<file path="src/rtl/sl3_tx_pkt_arbiter_pkg.sv">
// Shared types for the SL3 user network TX packet arbiter: source ids,
// the user packet beat format and the arbiter FSM encoding.
package sl3_tx_pkt_arbiter_pkg;

  localparam int unsigned TX_SRC_RESULTS = 0;
  localparam int unsigned TX_SRC_INPUT   = 1;
  localparam int unsigned TX_SRC_AUX     = 2;
  localparam int unsigned NUM_TX_SRC     = 3;

  localparam int unsigned USER_DATA_BITS = 32;

  typedef struct packed {
    logic                      valid;
    logic                      last;
    logic [USER_DATA_BITS-1:0] data;
  } UserPacketWord;

  localparam int unsigned USER_WORD_BITS = $bits(UserPacketWord);

  typedef enum logic [0:0] {
    StIdle,
    StLocked
  } arb_state_e;

  function automatic int unsigned wrap_inc(int unsigned v, int unsigned n);
    return (v + 1 >= n) ? 0 : v + 1;
  endfunction

endpackage

</file>
<file path="src/rtl/sl3_tx_pkt_arbiter_rr_priority_pick.sv">
// Rotating-priority encoder: first set request at or after the start index,
// wrapping modulo N.
module sl3_tx_pkt_arbiter_rr_priority_pick #(
  parameter int unsigned N = 3
) (
  input  logic [N-1:0]         req,
  input  logic [$clog2(N)-1:0] start,
  output logic [N-1:0]         onehot,
  output logic [$clog2(N)-1:0] index,
  output logic                 found
);

  localparam int unsigned IdxW = $clog2(N);

  always_comb begin
    int unsigned j;
    j      = 0;
    onehot = '0;
    index  = '0;
    found  = 1'b0;
    for (int unsigned k = 0; k < N; k++) begin
      j = 32'(start) + k;
      if (j >= N) j = j - N;
      if (!found && req[j]) begin
        found     = 1'b1;
        index     = IdxW'(j);
        onehot[j] = 1'b1;
      end
    end
  end

endmodule

</file>
<file path="src/rtl/sl3_tx_pkt_arbiter.sv">
// Packet-granular weighted round-robin arbiter feeding the SL3 user TX port.
// One source is locked per packet; weights give packets per turn.
module sl3_tx_pkt_arbiter
  import sl3_tx_pkt_arbiter_pkg::*;
#(
  parameter int unsigned NUM_SRC     = 3,
  parameter int unsigned WEIGHT_BITS = 8
) (
  input  logic                              clk,
  input  logic                              rst_n,
  input  logic                              start_core,
  input  logic [NUM_SRC*WEIGHT_BITS-1:0]    src_weight,
  input  logic [NUM_SRC*USER_WORD_BITS-1:0] src_word,
  input  logic [NUM_SRC-1:0]                src_valid,
  output logic [NUM_SRC-1:0]                src_ready,
  output logic [USER_WORD_BITS-1:0]         out_word,
  output logic                              out_valid,
  input  logic                              out_ready,
  output logic [$clog2(NUM_SRC)-1:0]        grant_src,
  output logic                              busy,
  output logic [NUM_SRC*32-1:0]             src_pkt_count
);

  localparam int unsigned IdxW = $clog2(NUM_SRC);

  arb_state_e             state_q, state_d;
  logic [IdxW-1:0]        cur_q, cur_d;
  logic [IdxW-1:0]        rr_q, rr_d;
  logic [WEIGHT_BITS-1:0] turn_q, turn_d;
  UserPacketWord          out_word_q, out_word_d;
  logic                   out_valid_q, out_valid_d;
  logic [31:0]            cnt_q [NUM_SRC];
  logic [31:0]            cnt_d [NUM_SRC];

  logic [WEIGHT_BITS-1:0] weight [NUM_SRC];
  UserPacketWord          word   [NUM_SRC];
  logic [NUM_SRC-1:0]     req;

  for (genvar g = 0; g < NUM_SRC; g++) begin : g_unpack
    assign weight[g] = src_weight[g*WEIGHT_BITS +: WEIGHT_BITS];
    assign word[g]   = src_word[g*USER_WORD_BITS +: USER_WORD_BITS];
    assign req[g]    = src_valid[g] & (weight[g] != '0);
    assign src_pkt_count[g*32 +: 32] = cnt_q[g];
  end

  logic [NUM_SRC-1:0] pick_onehot;
  logic [IdxW-1:0]    pick_idx;
  logic               pick_found;

  sl3_tx_pkt_arbiter_rr_priority_pick #(
    .N (NUM_SRC)
  ) u_pick (
    .req    (req),
    .start  (rr_q),
    .onehot (pick_onehot),
    .index  (pick_idx),
    .found  (pick_found)
  );

  logic [IdxW-1:0]        grant;
  logic                   eligible;
  logic                   can_take;
  logic                   accept;
  UserPacketWord          acc_word;
  logic [WEIGHT_BITS-1:0] turn_eff;
  logic [WEIGHT_BITS:0]   turn_next;

  always_comb begin
    state_d     = state_q;
    cur_d       = cur_q;
    rr_d        = rr_q;
    turn_d      = turn_q;
    out_word_d  = out_word_q;
    out_valid_d = out_valid_q;
    cnt_d       = cnt_q;
    grant       = cur_q;
    eligible    = 1'b0;
    turn_eff    = turn_q;
    turn_next   = '0;
    src_ready   = '0;

    if (state_q == StIdle) begin
      grant    = pick_idx;
      eligible = pick_found;
      // A new winner starts a fresh turn; this must also hold for a 1-beat
      // packet that ends in this same cycle.
      if (pick_found && (pick_idx != cur_q)) begin
        cur_d    = pick_idx;
        turn_eff = '0;
        turn_d   = '0;
      end
    end else begin
      eligible = src_valid[cur_q];
    end

    can_take = ~out_valid_q | out_ready;
    accept   = eligible & can_take;
    acc_word = word[grant];

    if (accept) begin
      src_ready   = (state_q == StIdle) ? pick_onehot : (NUM_SRC'(1) << cur_q);
      out_word_d  = acc_word;
      out_valid_d = 1'b1;
    end else if (out_ready) begin
      out_valid_d = 1'b0;
    end

    if (accept && acc_word.last) begin
      cnt_d[grant] = cnt_q[grant] + 32'd1;
      turn_next    = {1'b0, turn_eff} + (WEIGHT_BITS+1)'(1);
      if (turn_next >= {1'b0, weight[grant]}) begin
        rr_d   = IdxW'(wrap_inc(32'(grant), NUM_SRC));
        turn_d = '0;
      end else begin
        rr_d   = grant;
        turn_d = turn_next[WEIGHT_BITS-1:0];
      end
    end

    unique case (state_q)
      StIdle:   if (accept && !acc_word.last) state_d = StLocked;
      StLocked: if (accept && acc_word.last) state_d = StIdle;
      default:  state_d = StIdle;
    endcase
  end

  always_ff @(posedge clk) begin
    if (!rst_n || start_core) begin
      state_q     <= StIdle;
      cur_q       <= '0;
      rr_q        <= '0;
      turn_q      <= '0;
      out_word_q  <= '0;
      out_valid_q <= 1'b0;
      for (int i = 0; i < NUM_SRC; i++) cnt_q[i] <= '0;
    end else begin
      state_q     <= state_d;
      cur_q       <= cur_d;
      rr_q        <= rr_d;
      turn_q      <= turn_d;
      out_word_q  <= out_word_d;
      out_valid_q <= out_valid_d;
      cnt_q       <= cnt_d;
    end
  end

  always_comb begin
    UserPacketWord w;
    w        = out_word_q;
    w.valid  = out_valid_q;
    out_word = w;
  end

  assign out_valid = out_valid_q;
  assign grant_src = cur_q;
  assign busy      = (state_q == StLocked);

endmodule

</file>
<file path="config.mk">
export PLATFORM = sky130hd
export DESIGN_NAME = sl3_tx_pkt_arbiter
export DESIGN_NICKNAME = d
export VERILOG_FILES = /design/src/rtl/sl3_tx_pkt_arbiter_pkg.sv /design/src/rtl/sl3_tx_pkt_arbiter_rr_priority_pick.sv /design/src/rtl/sl3_tx_pkt_arbiter.sv
export SDC_FILE = /design/constraint.sdc
export NUM_CORES = 1
export LEC_CHECK = 0
export BUFFER_PORTS_ARGS = -buffer_cell sky130_fd_sc_hd__buf_2
export CELL_PAD_IN_SITES_DETAIL_PLACEMENT = 1
export CELL_PAD_IN_SITES_GLOBAL_PLACEMENT = 1
export CORE_AREA = 2 2 151 153
export CTS_CLUSTER_DIAMETER = 150
export DETAILED_ROUTE_END_ITERATION = 8
export DIE_AREA = 0 0 153 155
export PLACE_DENSITY_LB_ADDON = 0.1
export SLEW_MARGIN = 20
export SYNTH_ARGS = -nofsm -noshare
export SYNTH_HDL_FRONTEND = slang
export SYNTH_HIERARCHICAL = 1
export SYNTH_SLANG_ARGS = --single-unit
</file>
<file path="constraint.sdc">
create_clock -name clk -period 10.6 [get_ports clk]
set_input_delay 1.59 -clock clk [delete_from_list [all_inputs] [get_ports clk]]
set_output_delay 1.59 -clock clk [all_outputs]
set_load 0.01 [all_outputs]
</file>
==> impl_metrics.ini, run 1 <==
[floorplanning]
die_y_um = 155
dieArea_mm2 = 0.0237
core_region_area_mm2 = 0.0222
dieWidth_um = 153
io_pins = 270
start_util = 0.381
placementRows = 55

[timing]
drv_slew = 0
fin_crit_sh = 0.690
setup_ws_ns = 3.28
clock.fmax_mhz = 137
hold_viol_final = 0
worst_pin_slew_ns = 1.03
fin_tns_setup_ns = 0
skew_ns = 0.0149
rsz0062_at_grt = false
finalSetupViolations = 0
slew-limit-headroom = 0.308
min_period_ns = 7.32

[finish]
fin_nets = 1490
drive_gt1_frac = 0.251
area_delta_synth_final_pct = 23.4
num-fill-cells = 2914
final_core_util = 0.470

[power]
p_switching_uw = 618
seq_power_share = 0.346
powerDensity_mw_per_mm2 = 159
vdd_drop_max_uv = 104
switching_share = 0.371
p_int_uw = 1050
p_clk_frac = 0.358
p_leak_uw = 0.00425
comb_power_share = 0.296

[setup_path]
end_kind = register
crit_chain = buf_2 > nor4_1 > a21boi_0 > nand2b_1 > mux2i_4 > mux2i_1 > nor2_1 > mux2_4 > nor2_4 > buf_4 > a22oi_1 > or2_2 > nor4_4 > nand4_1 > nor3b_1 > a311o_1
critPathMaxStageDelay_ns = 0.77
cp_data_required_time_ns = 10.91
crit_type = primary input to register
critical_path_peak_fanout = 61
critPathTopFamily = simple AND/OR/NAND/NOR gates
crit_arrival_ns = 7.63
cpMaxStageDelayCell = a21boi_0
crit_buf_inv = 2
start_kind = primary input

[detailed_routing]
drcViolationCount = 0
initialDrtViolationCount = 469
via_count = 9193
routedWlPerCell_um = 18.9
wirelength_um = 31100
dr.pass1.iters = 6
viasPerCell = 5.60
drtAntennaViolNets = 0

[global_route]
grt_pass1_wl_um = 49300
grt_usage = 0.256
grt_max_degree = 79
overflow = 0
grt_pass1_vias = 9173
grt_antenna_before_repair = 1

[synthesis]
synth-edff-count = 0
netlist_instances = 1137
synth_ff_type = dfxtp_1
syn_nets = 1284
ys_warn_count = 6
ys_seq_area_frac = 0.338
ys_seq_elements = 143
async_flop_share = 0
syn-cell-area_mm2 = 0.00848
yosysUniqueCellTypes = 71
avgSynthCellArea_um2 = 7.45

[place]
portBuffers = 266
hpwl_um = 21600
pre_cts_ws_ns = 2.84
gp_congestion = 0.803

[clock_network]
cts_tree = yes
cts_resized = 0
htree_levels = 4
clkLatencyLatePin_ns = 0.43
cts_num_sinks = 143
cts-root-buf = clkbuf_16
ctsHoldBuffers = 0
post-cts-setup-buffers = 0
cts_made_buffers = 17
clk_path_buf_depth = 2
clk_pin_slew_ns = 0.07

[status]
outcome = complete, no violations

[job]
drv_cap = 0

[worst_hold_path]
hold_class = register to register
[synth_stat cells, drive strengths merged (6+ instances only)]
library cell / n / area share
nand3: 58 / 0.034
nor2: 100 / 0.045
a211oi: 40 / 0.035
or3: 10 / 0.0074
o21ai: 29 / 0.017
buf: 30 / 0.022
xnor2: 11 / 0.011
a311o: 8 / 0.0094
and2: 10 / 0.0074
nand4: 21 / 0.017
dfxtp: 143 / 0.34
o21a: 8 / 0.0071
nor3: 12 / 0.0083
inv: 10 / 0.0044
nor4: 18 / 0.016
mux2i: 43 / 0.054
and3: 9 / 0.0066
a21oi: 161 / 0.095
clkbuf: 61 / 0.028
xor2: 17 / 0.018
nand2: 219 / 0.097
ha: 14 / 0.021
nand2b: 7 / 0.0052
o2bb2ai: 17 / 0.019
a22oi: 6 / 0.0059
[cells by family after synthesis]
logic type / after synthesis / synth area share
AND/OR/NAND/NOR: 489 / 0.266
AO/OA/AOI/OAI: 314 / 0.232
flip-flops: 143 / 0.338
buffers and inverters: 101 / 0.0542
multiplexers: 48 / 0.0604
XOR/XNOR: 28 / 0.0289
adder cells (fa/ha/maj): 14 / 0.0207
[worst paths after layout]
path	from	to	slack (ns)	depth (start not counted)
worst max register to register	rr_q[0]	src_pkt_count[92]	4.56	15
worst min register to register	src_pkt_count[1]	src_pkt_count[1]	0.47	2
worst min-delay path	src_pkt_count[1]	src_pkt_count[1]	0.47	2
worst max-delay path	src_weight[19]	src_pkt_count[92]	3.28	16
[registers in the layout, summed over array words and instances (netlist names), named ones only]
| signal | cells |
|---|---|
| grant_src | 2 |
| out_valid | 1 |
| out_word | 33 |
| rr_q | 2 |
| src_pkt_count | 96 |
| turn_q | 8 |
[power groups by stage]
stage                     Clock, uW  Combinational, uW  Sequential (uW)
final                           596                494              576
after CTS                       606                499              576
after global routing            627                547              579
after global placement            0                490              587
after detailed placement          0                497              588
after floorplan                   0                332              594
[final cells by class]
| cell class | instances | area (um2) | area share |
|---|---|---|---|
| tap | 285 | 357 | 0.0341 |
| clock inverter | 13 | 128 | 0.0122 |
| sequential | 143 | 2860 | 0.274 |
| antenna | 1 | 2.50 | 0.000239 |
| inverter | 10 | 37.5 | 0.00359 |
| multi-input combinational | 893 | 5210 | 0.498 |
| clock buffer | 19 | 443 | 0.0424 |
| timing repair buffer | 278 | 1420 | 0.136 |
[routing by layer]
metal	track usage	vias to the layer above	part of all wire
met3	0.0487	31	0.048
met5	0	-	0
li1	-	4474	-
met4	0.0631	0	0.014
met1	0.325	4429	0.45
met2	0.450	259	0.49
[metrics by stage]
| stage | instances | area [um2] | total power, uW | hold WS [ns] |
|---|---|---|---|---|
| 5_1_grt | 1642 | 10500 | 1750 | 0.499 |
| 3_5_place_dp | 1609 | 9880 | 1080 | 0.466 |
| 6_report | 1642 | 10500 | 1670 | 0.471 |
| 4_1_cts | 1641 | 10500 | 1680 | 0.477 |
| 2_1_floorplan | 1137 | 8480 | 925 | 0.470 |
| 3_3_place_gp | 1609 | 9880 | 1080 | 0.459 |
[worst min-delay path, stage by stage, from the launching register on]
cell and delay [ns]:
dfxtp_1 0.32, nand2_1 0.05, a21oi_1 0.05
[placed cells by master (no fill, tap or decap), types with 5 or more instances in the layout]
| cell type | instances |
|---|---|
| o21a_1 | 8 |
| xor2_1 | 17 |
| a211oi_1 | 40 |
| inv_1 | 10 |
| a22oi_1 | 5 |
| buf_2 | 266 |
| and2_1 | 9 |
| o21ai_0 | 26 |
| buf_4 | 12 |
| clkbuf_16 | 17 |
| inv_6 | 6 |
| nor2_1 | 99 |
| mux2i_1 | 40 |
| nor4_1 | 16 |
| nand3_1 | 56 |
| nor3_1 | 10 |
| nor3b_1 | 5 |
| a21oi_1 | 160 |
| xnor2_1 | 11 |
| nand2_1 | 219 |
| nand3b_1 | 5 |
| nand2b_1 | 6 |
| ha_1 | 14 |
| a311o_1 | 8 |
| nand4_1 | 19 |
| dfxtp_1 | 143 |
| o2bb2ai_1 | 15 |
| and3_1 | 9 |
| o311ai_0 | 5 |
| or3_1 | 10 |
No activity file was read; power rests on OpenSTA's default activity.
==> run 2: changes to the inputs <==
--- a/config.mk
+++ b/config.mk
@@ -8,10 +8,10 @@
 export BUFFER_PORTS_ARGS = -buffer_cell sky130_fd_sc_hd__buf_2
 export CELL_PAD_IN_SITES_DETAIL_PLACEMENT = 1
 export CELL_PAD_IN_SITES_GLOBAL_PLACEMENT = 1
-export CORE_AREA = 2 2 151 153
+export CORE_AREA = 2 2 164 166
 export CTS_CLUSTER_DIAMETER = 150
 export DETAILED_ROUTE_END_ITERATION = 8
-export DIE_AREA = 0 0 153 155
+export DIE_AREA = 0 0 166 168
 export PLACE_DENSITY_LB_ADDON = 0.1
 export SLEW_MARGIN = 20
 export SYNTH_ARGS = -nofsm -noshare
==> constraint.sdc (replaced) <==
create_clock -name clk -period 6 [get_ports clk]
set_input_delay 0.9 -clock clk [delete_from_list [all_inputs] [get_ports clk]]
set_output_delay 0.9 -clock clk [all_outputs]
set_load 0.01 [all_outputs]
==> run 2 against run 1 <==
Compared with the run above: combinational power increased by 88%; register-to-register slack got worse by 3.5 ns; count of clock-buffer cells in the layout increased by 1; sequential share of layout area decreased by 1.0 points; final cell count increased by 5.5%; largest power group unchanged.
==> impl_metrics.ini, run 2 (synthesized netlist as in run 1, its figures left out) <==
[detailed_routing]
highest_layer = met4
met3WireLength_um = 1310
wirelength_um = 32200
initialDrtViolationCount = 433
routedWlPerCell_um = 18.6
drcViolationCount = 0
route.met2.wl_um = 15500
viasPerCell = 5.32
dr.pass1.iters = 4
drt-met1-wl_um = 15200
drtAntennaViolNets = 0
via_count = 9218

[clock_network]
htree_levels = 4
cts_resized = 0
post-cts-setup-buffers = 0
clk_pin_slew_ns = 0.06
cts-root-buf = clkbuf_16
cts_made_buffers = 17
clk_path_buf_depth = 2
cts_num_sinks = 143
clkLatencyLatePin_ns = 0.43
ctsHoldBuffers = 0
cts_tree = yes

[timing]
hold_slack_ns = 0.473
hold_viol_final = 0
slew-limit-headroom = 0.351
min_period_ns = 5.29
clock.fmax_mhz = 189
worst_pin_slew_ns = 0.974
drv_slew = 0
finalSetupViolations = 0
fin_crit_sh = 0.882
skew_ns = 0.0125
fin_tns_setup_ns = 0
rsz0062_at_grt = false

[finish]
seqCellArea_mm2 = 0.00286
final_common_cell = buf_2
drive_gt1_frac = 0.272
largest_reg_flops = 96
num-fill-cells = 3364
fin_nets = 1525
area_delta_synth_final_pct = 28.1
layout_common_cells = buf_2 (266), nand2_1 (219), a21oi_1 (160), dfxtp_1 (143), nor2_1 (99)
multi_input_area_mm2 = 0.00522
diodes = 0

[global_route]
grt_pass1_wl_um = 50900
grt_pass1_vias = 9018
grt_max_degree = 82
overflow = 0
grt_usage = 0.225
grt_antenna_before_repair = 0

[status]
outcome = complete, no violations

[place]
gp_congestion = 0.823
hpwl_um = 23200
portBuffers = 266

[floorplanning]
die_y_um = 168
placementRows = 60
core_region_area_mm2 = 0.0264
dieArea_mm2 = 0.0279
start_util = 0.322
dieWidth_um = 166
io_pins = 270

[power]
powerDensity_mw_per_mm2 = 278
p_leak_uw = 0.00445
vdd_drop_max_uv = 162

[setup_path]
critical_path_peak_fanout = 17
crit_arrival_ns = 5.60
end_kind = register
cp_data_required_time_ns = 6.31
crit_type = primary input to register
start_kind = primary input

[job]
drv_cap = 0

[worst_hold_path]
hold_class = register to register
-- run 2: cell count changes in the layout (fill, tap and decap cells not counted), sizes merged --
| cell | previous run | this run |
|---|---|---|
| buf | 278 | 313 |
| diode | 1 | 0 |
| clkbuf | 19 | 20 |
| inv | 16 | 15 |
-- run 2: final cells by class --
cell class	instances	area share
Clock buffer	20	0.0430
Timing Repair Buffer	313	0.159
Clock inverter	12	0.0115
Inverter	10	0.00346
Tap cell	341	0.0393
Sequential cell	143	0.264
Multi-Input combinational cell	893	0.480
-- run 2: stage by stage --
step	std cells	setup WS (ns)	cell area [um2]	utilization	total power, uW
final	1732	0.710	10900	0.412	3020
after global routing	1732	0.181	10900	0.412	3190
after CTS	1732	0.694	10900	0.412	3060
after detailed placement	1700	0.263	10300	0.390	1980
after global placement	1700	0.406	10300	0.390	1960
after floorplan	1137	0.121	8480	-	1630
-- run 2: per-layer routing --
| layer | track usage | vias up |
|---|---|---|
| met5 | 0 | - |
| li1 | - | 4548 |
| met4 | 0.0412 | 0 |
| met2 | 0.388 | 213 |
| met3 | 0.0360 | 15 |
| met1 | 0.301 | 4442 |
-- run 2: power by group --
part | total [uW] | switching [uW] | internal (uW)
registers | 1020 | 29.9 | 989
logic | 927 | 618 | 308
clock network | 1070 | 457 | 614
total | 3020 | 1110 | 1910
-- run 2: worst max-delay path: stages --
cell	delay, ns
buf_2	0.10
nor4_1	0.05
a21boi_0	0.73
mux2i_4	0.17
mux2i_4	0.26
mux2i_1	0.10
nor2_1	0.42
mux2_4	0.46
mux2i_1	0.12
o2bb2ai_1	0.26
ha_1	0.24
nand2_1	0.06
o21ai_1	0.20
nand4_2	0.18
nor4_4	0.31
buf_4	0.26
nand4_1	0.22
nor3b_1	0.21
a311o_1	0.33
-- run 2: final timing paths --
check	startpoint	cells past startpoint	slack, ns	to
worst max register to register	rr_q[0]	18	1.10	src_pkt_count[28]
worst min register to register	src_pkt_count[19]	2	0.47	src_pkt_count[19]
worst min-delay path	src_pkt_count[19]	2	0.47	src_pkt_count[19]
worst max-delay path	src_weight[1]	19	0.71	src_pkt_count[28]
==> run 3: changes to the inputs <==
--- a/config.mk
+++ b/config.mk
@@ -5,14 +5,16 @@
 export SDC_FILE = /design/constraint.sdc
 export NUM_CORES = 1
 export LEC_CHECK = 0
+export ABC_AREA = 1
 export BUFFER_PORTS_ARGS = -buffer_cell sky130_fd_sc_hd__buf_2
 export CELL_PAD_IN_SITES_DETAIL_PLACEMENT = 1
 export CELL_PAD_IN_SITES_GLOBAL_PLACEMENT = 1
-export CORE_AREA = 2 2 164 166
+export CORE_AREA = 2 2 120 238
 export CTS_CLUSTER_DIAMETER = 150
 export DETAILED_ROUTE_END_ITERATION = 8
-export DIE_AREA = 0 0 166 168
+export DIE_AREA = 0 0 122 240
 export PLACE_DENSITY_LB_ADDON = 0.1
+export SKIP_LAST_GASP = 1
 export SLEW_MARGIN = 20
 export SYNTH_ARGS = -nofsm -noshare
 export SYNTH_HDL_FRONTEND = slang
==> run 3 against run 2 <==
Compared with the run above: clock skew shrank 0.0034 ns; combinational power grew 73%; critical path type unchanged; critical endpoint is now rr_q[1]; area after synthesis is 1.8% higher; hold slack worse by 0.0079 ns.
==> impl_metrics.ini, run 3 <==
[status]
outcome = complete, no violations

[setup_path]
cp_data_required_time_ns = 6.35
cpMaxStageDelayCell = nor4_1
crit_arrival_ns = 5.43
cp_common_cell = nand2_1
r2r_slack_ns = 1.27
critical_path_peak_fanout = 9
critPathMaxStageDelay_ns = 0.49
crit_path_start = src_weight[23]
end_kind = register
ff2ff_path_depth = 31
crit_type = primary input to register
reg2reg_to = rr_q[1]
start_kind = primary input
rr_startpoint = rr_q[0]

[finish]
fin_nets = 1751
final_core_util = 0.397
multi_input_area_mm2 = 0.00489
num-fill-cells = 3709
layout_common_cells = nand2_1 (482), buf_2 (266), dfxtp_1 (143), inv_1 (140), nand3_1 (134)
final_common_cell = nand2_1
seqCellArea_mm2 = 0.00286
area_delta_synth_final_pct = 26.3
largest_reg_flops = 96
drive_gt1_frac = 0.219

[synthesis]
yosysMostFrequentCell = nand2_1
yosys.area.top_type_share = 0.332
avgSynthCellArea_um2 = 6.34
synth_ff_type = dfxtp_1
synth-edff-count = 0
synth_commonest_cells = nand2_1 (482), dfxtp_1 (143), inv_1 (140), nand3_1 (134)
netlist_instances = 1361
ys_seq_elements = 143
ys_warn_count = 6
yosysUniqueCellTypes = 39
ys_seq_area_frac = 0.332
synth_top_cells_by_area = dfxtp_1 (33%), nand2_1 (21%), nand3_1 (7.8%)
syn_nets = 1508
syn-cell-area_mm2 = 0.00863
async_flop_share = 0
synth_top_cell_by_area = dfxtp_1

[clock_network]
ctsHoldBuffers = 0
clk_pin_slew_ns = 0.06
cts-root-buf = clkbuf_16
htree_levels = 4
cts_tree = yes
cts_resized = 0
cts_made_buffers = 17
clk_path_buf_depth = 2
cts_num_sinks = 143
post-cts-setup-buffers = 0
clkLatencyLatePin_ns = 0.45

[power]
powerDensity_mw_per_mm2 = 342
vdd_drop_max_uv = 165
p_leak_uw = 0.00549

[timing]
skew_ns = 0.00909
rsz0062_at_grt = false
slew-limit-headroom = 0.445
clock.fmax_mhz = 197
drv_slew = 0
min_period_ns = 5.08
fin_tns_setup_ns = 0
hold_viol_final = 0
finalSetupViolations = 0
fin_crit_sh = 0.847
worst_pin_slew_ns = 0.831

[worst_hold_path]
min_from = out_word[32]
hold_class = register to register
worstHoldEndpoint = out_word[32]
holdPathStages = 2

[global_route]
grt_usage = 0.252
grt_pass1_vias = 10200
grt_antenna_before_repair = 14
grt_pass1_wl_um = 56000
grt_max_degree = 66
overflow = 0

[detailed_routing]
drtAntennaViolNets = 0
routedWlPerCell_um = 18.5
viasPerCell = 5.06
dr.pass1.iters = 5
initialDrtViolationCount = 445
via_count = 9999
wirelength_um = 36600
drcViolationCount = 0

[floorplanning]
die_y_um = 240
placementRows = 86
io_pins = 270
core_region_area_mm2 = 0.0274
dieArea_mm2 = 0.0293
start_util = 0.314
dieWidth_um = 122

[job]
drv_cap = 0

[place]
gp_congestion = 0.904
portBuffers = 266
hpwl_um = 27600
run 3: cell type report:
cell class              instances  share of cell area
multi-input cells             996               0.449
flip-flops and latches        143               0.263
repair buffers                292               0.146
inverters                     154              0.0533
clock buffers                  23              0.0429
well taps                     352              0.0404
clock inverters                 6             0.00356
diodes                         12             0.00276
run 3: worst max-delay path by stage:
stage	end	slack, ns	depth (start not counted)
6_report	rr_q[1]	0.92	31
3_3_place_gp	rr_q[0]	0.61	31
2_1_floorplan	rr_q[1]	1.54	31
3_5_place_dp	rr_q[1]	0.51	31
5_1_grt	rr_q[1]	0.43	31
4_1_cts	turn_q[2]	0.98	30
run 3: kinds of logic after synthesis:
family,count (synthesis),share of synthesized area
compound gates,249,0.184
xor+xnor,16,0.0162
simple gates,717,0.344
fa+ha+maj,14,0.0203
flops,143,0.332
buf+inv,222,0.103
run 3: metal layers:
| layer | global-route usage | vias to the layer above | routed length (um) |
|---|---|---|---|
| li1 | - | 4903 | - |
| met1 | 0.270 | 4816 | 14100 |
| met2 | 0.471 | 211 | 19900 |
| met3 | 0.0500 | 65 | 1300 |
| met4 | 0.108 | 4 | 1220 |
| met5 | 0 | - | 22 |
run 3: through the flow:
step                area (um2)  setup WS (ns)  instances  total power [uW]  hold slack (ns)
floorplan                 8630           1.54       1361              2160            0.463
global placement         10400          0.611       1937              2760            0.456
detailed placement       10400          0.505       1937              2790            0.460
CTS                      10900          0.984       1966              3780            0.468
global route             10900          0.433       1977              3990            0.496
finish                   10900          0.918       1978              3730            0.466
run 3: report_power, final:
part           leakage (uW)  total, uW  internal [uW]  switching, uW
logic               0.00408       1600            509           1100
clock network      0.000245        977            540            436
registers           0.00116       1150           1060           82.7
total               0.00549       3730           2110           1620
run 3: worst max-delay path: cells and delay by family:
kind	cells	cell delay [ns]
AOI/OAI and AO/OA	6	0.73
and+or+nand+nor	16	2.29
buffers and inverters	5	0.68
adders and majority gates	2	0.49
xor gates and xnor gates	2	0.34
